$ cat src/rtl/pmic_glitch_sequencer.sv
// Parcel-based PMIC stand-in: matches I2C words on the main or private bus, then drives
// DAC updates and timed delays from a ROM-resident program.
module pmic_glitch_sequencer (
    input  logic        clk,
    input  logic        reset,
    input  logic [8:0]  i2c_main,
    input  logic        main_ready,
    input  logic [8:0]  i2c_priv,
    input  logic        priv_ready,
    output logic [7:0]  rom_addr,
    input  logic [11:0] rom_instr,
    output logic [7:0]  delay_idx,
    input  logic [31:0] delay_ref,
    output logic        dac_we,
    output logic [8:0]  dac_data,
    output logic [2:0]  state_o
);

    typedef enum logic [2:0] {
        StInit      = 3'd0,
        StFetch     = 3'd1,
        StI2cWait   = 3'd2,
        StI2cCheck  = 3'd3,
        StDac       = 3'd4,
        StPrepDelay = 3'd5,
        StDelay     = 3'd6
    } state_e;

    state_e      state_q, state_d;
    logic [11:0] curr_q, curr_d;
    logic [7:0]  parcel_start_q, parcel_start_d;
    logic [7:0]  depth_q, depth_d;
    logic [31:0] delay_len_q, delay_len_d;
    logic [31:0] delay_cnt_q, delay_cnt_d;

    logic        fetch_next;
    logic        action_step;
    logic        fetch_is_match;
    state_e      fetch_state;
    logic        sel_ready;
    logic [8:0]  sel_word;
    logic        unused_curr;

    assign rom_addr    = parcel_start_q + depth_q;
    assign dac_data    = curr_q[8:0];
    assign state_o     = state_q;
    assign unused_curr = ^curr_q[11:10];

    always_comb begin
        sel_ready      = curr_q[9] ? priv_ready : main_ready;
        sel_word       = curr_q[9] ? i2c_priv : i2c_main;
        fetch_is_match = ~rom_instr[11] & ~rom_instr[10];
        // Delay outranks dac when both bits are set.
        if (rom_instr[11]) begin
            fetch_state = StPrepDelay;
        end else if (rom_instr[10]) begin
            fetch_state = StDac;
        end else begin
            fetch_state = StI2cWait;
        end
    end

    always_comb begin
        state_d        = state_q;
        curr_d         = curr_q;
        parcel_start_d = parcel_start_q;
        depth_d        = depth_q;
        delay_len_d    = delay_len_q;
        delay_cnt_d    = delay_cnt_q;
        dac_we         = 1'b0;
        delay_idx      = 8'd0;
        fetch_next     = 1'b0;
        action_step    = 1'b0;

        unique case (state_q)
            StInit: begin
                parcel_start_d = 8'd0;
                depth_d        = 8'd0;
                curr_d         = 12'd0;
                state_d        = StFetch;
            end
            StFetch: begin
                curr_d  = rom_instr;
                depth_d = 8'd1;
                state_d = fetch_state;
            end
            StI2cWait: begin
                if (sel_ready) begin
                    state_d = StI2cCheck;
                end
            end
            StI2cCheck: begin
                if (sel_word == curr_q[8:0]) begin
                    fetch_next = 1'b1;
                end else begin
                    depth_d = 8'd0;
                    state_d = StFetch;
                end
            end
            StDac: begin
                dac_we      = 1'b1;
                fetch_next  = 1'b1;
                action_step = 1'b1;
            end
            StPrepDelay: begin
                delay_idx   = curr_q[8:1];
                delay_len_d = delay_ref;
                delay_cnt_d = 32'd0;
                state_d     = StDelay;
            end
            StDelay: begin
                delay_cnt_d = delay_cnt_q + 32'd1;
                if (delay_cnt_q > delay_len_q) begin
                    fetch_next  = 1'b1;
                    action_step = 1'b1;
                end
            end
            default: state_d = StInit;
        endcase

        if (fetch_next) begin
            curr_d  = rom_instr;
            state_d = fetch_state;
            // A match word after an action opens a new parcel.
            if (action_step && fetch_is_match) begin
                parcel_start_d = rom_addr;
                depth_d        = 8'd1;
            end else begin
                depth_d = depth_q + 8'd1;
            end
        end
    end

    always_ff @(posedge clk) begin
        if (reset) begin
            state_q        <= StInit;
            curr_q         <= 12'd0;
            parcel_start_q <= 8'd0;
            depth_q        <= 8'd0;
            delay_len_q    <= 32'd0;
            delay_cnt_q    <= 32'd0;
        end else begin
            state_q        <= state_d;
            curr_q         <= curr_d;
            parcel_start_q <= parcel_start_d;
            depth_q        <= depth_d;
            delay_len_q    <= delay_len_d;
            delay_cnt_q    <= delay_cnt_d;
        end
    end

endmodule

$ cat config.mk
export PLATFORM = sky130hd
export DESIGN_NAME = pmic_glitch_sequencer
export DESIGN_NICKNAME = d
export VERILOG_FILES = /design/src/rtl/pmic_glitch_sequencer.sv
export SDC_FILE = /design/constraint.sdc
export NUM_CORES = 1
export LEC_CHECK = 0
export ABC_AREA = 1
export CAP_MARGIN = 20
export CORE_UTILIZATION = 30
export DETAILED_ROUTE_END_ITERATION = 8
export SETUP_SLACK_MARGIN = 0.2
export SLEW_MARGIN = 0
export SYNTH_ARGS = -nofsm -noshare
export SYNTH_HDL_FRONTEND = slang
export SYNTH_SLANG_ARGS = --single-unit
$ cat constraint.sdc
create_clock -name clk -period 3.05 [get_ports clk]
set_input_delay 0.61 -clock clk [delete_from_list [all_inputs] [get_ports clk]]
set_output_delay 0.61 -clock clk [all_outputs]
set_load 0.02 [all_outputs]
### Word-level counts from Yosys, hierarchy flattened

Cells that the tools add are included.
Widths: inputs -> output; s select.

* magnitude comparators: 1
* reduce and logical (&&, ||, !) cells: 8
* bitwise logic cells: 3
* eq/ne operators: 10
* muxes and demuxes: 24
* add/sub/neg operators: 3

Operators with widths (count)
* $pmux 32 s2: 1
* $mux 8: 7
* $add 32x1->32 const B: 1
* $gt 32x32->1: 1
* $pmux 8 s3: 1
* $pmux 10 s2: 1
* $pmux 3 s6: 1
* $mux 3: 5
* $mux 10: 1
* $eq 3x3->1 const B: 3
* $eq 9x9->1: 1
* $mux 9: 1
* $add 8x1->8 const B: 1
* $add 8x8->8: 1
* $eq 3x2->1 const B: 2
* $ne 3x3->1 const B: 2
* $mux 1: 4
* $reduce_bool 4->1: 1
* $eq 3x1->1 const B: 1
* $logic_not 3->1: 1
* $pmux 1 s3: 1
* $reduce_and 3->1: 1
* $reduce_bool 3->1: 1
* $ne 2x1->1 const B: 1
* 7 further kinds: 8

* logic and storage cells: 55
* output and inout bits: 29
* register bits: 93
* input bits: 66

### Depth between registers and ports, before layout

* word-level depth: 6
* mapped depth: 19
* mapped depth without buffers: 19

### Least setup slack after synthesis

OpenSTA, ideal clock, no wires.

* kind: register -> output
* start: register depth_q[0]
* end: output rom_addr[6]
* required time: 2440 ps
* stages on the path, launching flop included: 9
* buffers on the path: 0
* setup slack: 593 ps
* data arrival time: 1847 ps
* path through: dfxtp_1 ha_1 inv_1 fa_1 o21ai_0 a21oi_1 nor2_1 nor2_1 xnor2_1

* cells in the longest elaborated chain, start to end: 1

RTL lines
* from (decl): line 32 `logic [7:0] depth_q, depth_d;`
* from (signal assigned): line 146 `depth_q <= depth_d;`
* $add 8x8->8: line 44 `assign rom_addr = parcel_start_q + depth_q;`
* to (decl): line 10 `output logic [7:0] rom_addr,`

No other way between the ends.

### Final worst setup path

Ends and elaborated chain as after synthesis.

==> run_summary.xml <==
<?xml version="1.0" encoding="UTF-8"?>
<metrics>
  <group name="outcome">
    <metric name="status" unit="">finished clean</metric>
  </group>
  <group name="synthesis">
    <metric name="most_instantiated_cells_after_synthesis" unit="">sky130_fd_sc_hd__nand2_1 (157), sky130_fd_sc_hd__a21oi_1 (102), sky130_fd_sc_hd__inv_1 (101)</metric>
    <metric name="post_synth_main_area_contributors" unit="">sky130_fd_sc_hd__dfxtp_1 (33%), sky130_fd_sc_hd__nand2_1 (10%), sky130_fd_sc_hd__ha_1 (9.0%)</metric>
    <metric name="netlist.area_leader.share" unit="%">32.70</metric>
    <metric name="synth.cell_area" unit="um2">5693</metric>
    <metric name="postSynth.topFlopCell" unit="">sky130_fd_sc_hd__dfxtp_1</metric>
    <metric name="synth.area.mux_share" unit="%">0.4615</metric>
    <metric name="yosys.area_share.simple" unit="%">25.05</metric>
    <metric name="synth.net_count" unit="">920</metric>
    <metric name="synthesized_area_fraction_occupied_by_adder_cells" unit="%">9.363</metric>
    <metric name="mean_syn_cell_area" unit="um2">7.011</metric>
    <metric name="synth_enable_flop_cells" unit="">0</metric>
    <metric name="synth_sequential_area_ratio" unit="%">32.70</metric>
    <metric name="number_of_instances_in_the_synthesized_netlist" unit="">812</metric>
    <metric name="synth.distinct_cells" unit="">46</metric>
    <metric name="yosysWarningCount" unit="">0</metric>
    <metric name="synth-seq-cells" unit="">93</metric>
    <metric name="yosys.cell_count.top_type" unit="">sky130_fd_sc_hd__nand2_1</metric>
    <metric name="synth_async_sr_flop_share" unit="%">0</metric>
    <metric name="synth_top_family_by_area" unit="">simple AND/OR/NAND/NOR gates</metric>
    <metric name="synth_compound_gate_area_share" unit="%">19.43</metric>
    <metric name="post_synth_top_area_cell" unit="">sky130_fd_sc_hd__dfxtp_1</metric>
    <metric name="synthXorXnorAreaFrac" unit="%">2.154</metric>
  </group>
  <group name="critical_path">
    <metric name="critical_path_class" unit="">flip-flop to primary output</metric>
    <metric name="worstPathRequired" unit="ns">2.44</metric>
    <metric name="cp_max_fo" unit="">2</metric>
    <metric name="critical_path_arrival" unit="ns">2.11</metric>
    <metric name="worst_setup_path_start_kind" unit="">flip-flop</metric>
    <metric name="r2r_end" unit="">depth_q[0]</metric>
    <metric name="max_stage_delay" unit="ns">0.40</metric>
    <metric name="cp_slowest_cell" unit="">sky130_fd_sc_hd__fa_1</metric>
    <metric name="timing.reg2reg.worst_path_depth" unit="">15</metric>
    <metric name="cell_by_cell_listing_of_the_critical_path" unit="">ha_1, inv_1, fa_1, o21ai_1, a21oi_1, nor2_1, nor2_1, xnor2_1, clkbuf_2</metric>
    <metric name="critPathCaptureType" unit="">primary output</metric>
    <metric name="critical_path.most_common_cell" unit="">sky130_fd_sc_hd__nor2_1</metric>
    <metric name="worstReg2RegStart" unit="">delay_cnt_q[7]</metric>
    <metric name="reg2reg_setup_slack" unit="ns">0.56</metric>
  </group>
  <group name="drt">
    <metric name="wl_per_cell" unit="um">12.57</metric>
    <metric name="total_number_of_vias" unit="">5319</metric>
    <metric name="routedLengthMet1" unit="mm">6.652</metric>
    <metric name="first_iter_violations" unit="">293</metric>
    <metric name="detail_route.drc_violations" unit="">0</metric>
    <metric name="top_layer_used" unit="">met4</metric>
    <metric name="viasPerCell" unit="">4.724</metric>
    <metric name="ant_nets" unit="">0</metric>
    <metric name="detailed_route_wirelength_on_metal2" unit="mm">6.714</metric>
    <metric name="drtPass1Iterations" unit="">4</metric>
    <metric name="detail_route.wirelength" unit="mm">14.16</metric>
    <metric name="dr_wl_met3" unit="um">557</metric>
  </group>
  <group name="global_route">
    <metric name="grtUsageTotal" unit="%">14.65</metric>
    <metric name="grt_max_degree" unit="">76</metric>
    <metric name="grt_overflow" unit="">0</metric>
    <metric name="antenna_found_initial" unit="">0</metric>
    <metric name="first_global_vias" unit="">4953</metric>
    <metric name="wire_length_of_the_first_global_routing_pass" unit="mm">23.34</metric>
  </group>
  <group name="cts">
    <metric name="cts-root-to-sink-buffers" unit="">2</metric>
    <metric name="tritoncts_sink_count" unit="">93</metric>
    <metric name="cts-buffers-inserted" unit="">9</metric>
    <metric name="clock_insertion_delay_worst_skew" unit="ns">0.35</metric>
    <metric name="post_cts.repair.setup_buffers" unit="">0</metric>
    <metric name="cts.root.buffer_cell" unit="">sky130_fd_sc_hd__clkbuf_16</metric>
    <metric name="clkSlewWorstSetupHoldPaths" unit="ns">0.07</metric>
    <metric name="cts_tree" unit="">yes</metric>
    <metric name="h-tree-depth" unit="">3</metric>
    <metric name="cts_resized" unit="">4</metric>
    <metric name="cts_hold_buffers" unit="">0</metric>
  </group>
  <group name="worst_hold_path">
    <metric name="worstHoldStart" unit="">delay_len_q[3]</metric>
    <metric name="min_path_type" unit="">flip-flop to flip-flop</metric>
    <metric name="holdPathStages" unit="">2</metric>
    <metric name="hold-path-endpoint" unit="">delay_len_q[3]</metric>
  </group>
  <group name="placed_design">
    <metric name="routabilityCongestion" unit="">0.8207</metric>
    <metric name="dp_hpwl" unit="mm">10.19</metric>
    <metric name="postPlaceCellArea" unit="um2">6775</metric>
    <metric name="place_worst_setup_slack" unit="ns">0.1960</metric>
    <metric name="portBuffers" unit="">94</metric>
  </group>
  <group name="sta">
    <metric name="worst_pin_slew" unit="ns">0.7343</metric>
    <metric name="fin_crit_sh" unit="%">89.23</metric>
    <metric name="final_period_minus_worst_setup_slack" unit="ns">2.722</metric>
    <metric name="timing.final.ws_setup" unit="ns">0.3284</metric>
    <metric name="final.setup_skew" unit="ns">0.009157</metric>
    <metric name="setup_viol" unit="">0</metric>
    <metric name="setup_tns" unit="ns">0</metric>
    <metric name="final_max_slew_viol_count" unit="">0</metric>
    <metric name="timing.slew.headroom" unit="%">51.04</metric>
    <metric name="timing_hold_violations_final" unit="">0</metric>
    <metric name="unrepaired_setup_endpoints_after_global_routing" unit="">yes</metric>
    <metric name="maxClockFrequency" unit="MHz">367.4</metric>
  </group>
  <group name="floorplan">
    <metric name="coreArea" unit="um2">18640</metric>
    <metric name="core_rows" unit="">50</metric>
    <metric name="design.portCount" unit="">95</metric>
    <metric name="die_area" unit="um2">19530</metric>
    <metric name="die_x" unit="um">139.8</metric>
    <metric name="floorplan.die.height" unit="um">139.8</metric>
    <metric name="floorplan.initialDensity" unit="%">30.54</metric>
  </group>
  <group name="finish">
    <metric name="finalInstanceArea" unit="um2">7068</metric>
    <metric name="final_core_util" unit="%">37.91</metric>
    <metric name="layout-drive-gt1-share" unit="%">6.502</metric>
    <metric name="num_antenna_cells" unit="">0</metric>
    <metric name="syn_to_final_growth" unit="%">24.15</metric>
    <metric name="nets" unit="">995</metric>
  </group>
  <group name="pwr">
    <metric name="irDropWorstVdd" unit="V">0.0003186</metric>
    <metric name="p_per_area" unit="nW/um2">577.2</metric>
    <metric name="p_leak" unit="nW">2.925</metric>
  </group>
  <group name="run">
    <metric name="cap_violations" unit="">0</metric>
  </group>
</metrics>
==> how the worst max path moves through the flow <==
stage / cells past startpoint / to / slack [ns] / from
global placement: 9 / rom_addr[6] / 0.19 / parcel_start_q[0]
finish: 9 / rom_addr[6] / 0.33 / depth_q[0]
CTS: 9 / rom_addr[6] / 0.07 / parcel_start_q[0]
floorplan: 8 / rom_addr[6] / 0.59 / depth_q[0]
global route: 9 / rom_addr[6] / 0.12 / parcel_start_q[0]
detailed placement: 9 / rom_addr[6] / 0.20 / parcel_start_q[0]
==> worst max-delay path: cells and delay by family, from the launching register on <==
| kind | cells | cell delay, ns |
|---|---|---|
| fa+ha+maj | 2 | 0.56 |
| flops | 1 | 0.34 |
| compound gates | 2 | 0.30 |
| buf+inv | 2 | 0.25 |
| simple gates | 2 | 0.16 |
| xor+xnor | 1 | 0.16 |
==> state kept, by name, summed over array words and instances (netlist names) <==
| name | flops |
|---|---|
| delay_cnt_q | 32 |
| delay_len_q | 32 |
| curr_q | 10 |
| depth_q | 8 |
| parcel_start_q | 8 |
| state_o | 3 |
==> report_power, final <==
part	switching, mW	internal, mW	total [mW]
combinational	0.968	0.586	1.55
clock	0.491	0.581	1.07
sequential	0.0968	1.36	1.45
total	1.56	2.52	4.08
==> cells by family after synthesis <==
family,Yosys count
simple gates,313
compound gates,204
buf+inv,144
flops,93
fa+ha+maj,42
xor+xnor,14
mux,2
==> cell usage in the layout, fill, tap and decap left out, types with 2 or more instances in the layout <==
cell type and instances:
sky130_fd_sc_hd__o21ai_0 64, sky130_fd_sc_hd__nor4_1 3, sky130_fd_sc_hd__o21ai_1 8, sky130_fd_sc_hd__xor2_1 10, sky130_fd_sc_hd__xnor2_1 4, sky130_fd_sc_hd__ha_1 41, sky130_fd_sc_hd__clkbuf_2 3, sky130_fd_sc_hd__buf_4 10
sky130_fd_sc_hd__dfxtp_1 93, sky130_fd_sc_hd__nand3b_1 6, sky130_fd_sc_hd__nand3_1 33, sky130_fd_sc_hd__nor2_2 6, sky130_fd_sc_hd__clkbuf_16 9, sky130_fd_sc_hd__inv_2 3, sky130_fd_sc_hd__nand2_1 157, sky130_fd_sc_hd__inv_1 100
sky130_fd_sc_hd__nand4_1 12, sky130_fd_sc_hd__clkdlybuf4s50_1 80, sky130_fd_sc_hd__o211ai_1 8, sky130_fd_sc_hd__or2_2 2, sky130_fd_sc_hd__a31oi_1 2, sky130_fd_sc_hd__a22oi_1 3, sky130_fd_sc_hd__dlymetal6s2s_1 10, sky130_fd_sc_hd__nand3_2 4
sky130_fd_sc_hd__clkinvlp_4 2, sky130_fd_sc_hd__clkbuf_1 2, sky130_fd_sc_hd__nor2_4 3, sky130_fd_sc_hd__nor2_1 62, sky130_fd_sc_hd__a211oi_1 8, sky130_fd_sc_hd__nor3_1 16, sky130_fd_sc_hd__nand2_2 3, sky130_fd_sc_hd__a21oi_1 102
sky130_fd_sc_hd__nand3_4 2, sky130_fd_sc_hd__a21o_1 2
==> layer usage <==
layer | vias up | GRT usage, %
met1 | 2392 | 18.02
met3 | 16 | 3.304
met4 | 0 | 4.743
li1 | 2839 | -
met2 | 72 | 25.18
met5 | - | 0
==> final cells by class <==
| cell class | count | area [um2] |
|---|---|---|
| Tap cell | 234 | 292.8 |
| Fill cell | 1960 | 11570 |
| Clock buffer | 12 | 246.5 |
| Timing Repair Buffer | 104 | 1025 |
| Clock inverter | 4 | 32.53 |
| Multi-Input combinational cell | 575 | 3217 |
| Inverter | 104 | 392.9 |
| Sequential cell | 93 | 1862 |
==> metrics by stage <==
step           hold slack, ns  total power [mW]  instances
2_1_floorplan          0.4353             2.557        812
3_3_place_gp           0.4521             3.027       1110
3_5_place_dp           0.4545             3.043       1110
4_1_cts                0.4650             4.133       1126
5_1_grt                0.4802             4.374       1126
6_report               0.4604             4.080       1126
Power figures use the tool's default switching activity.
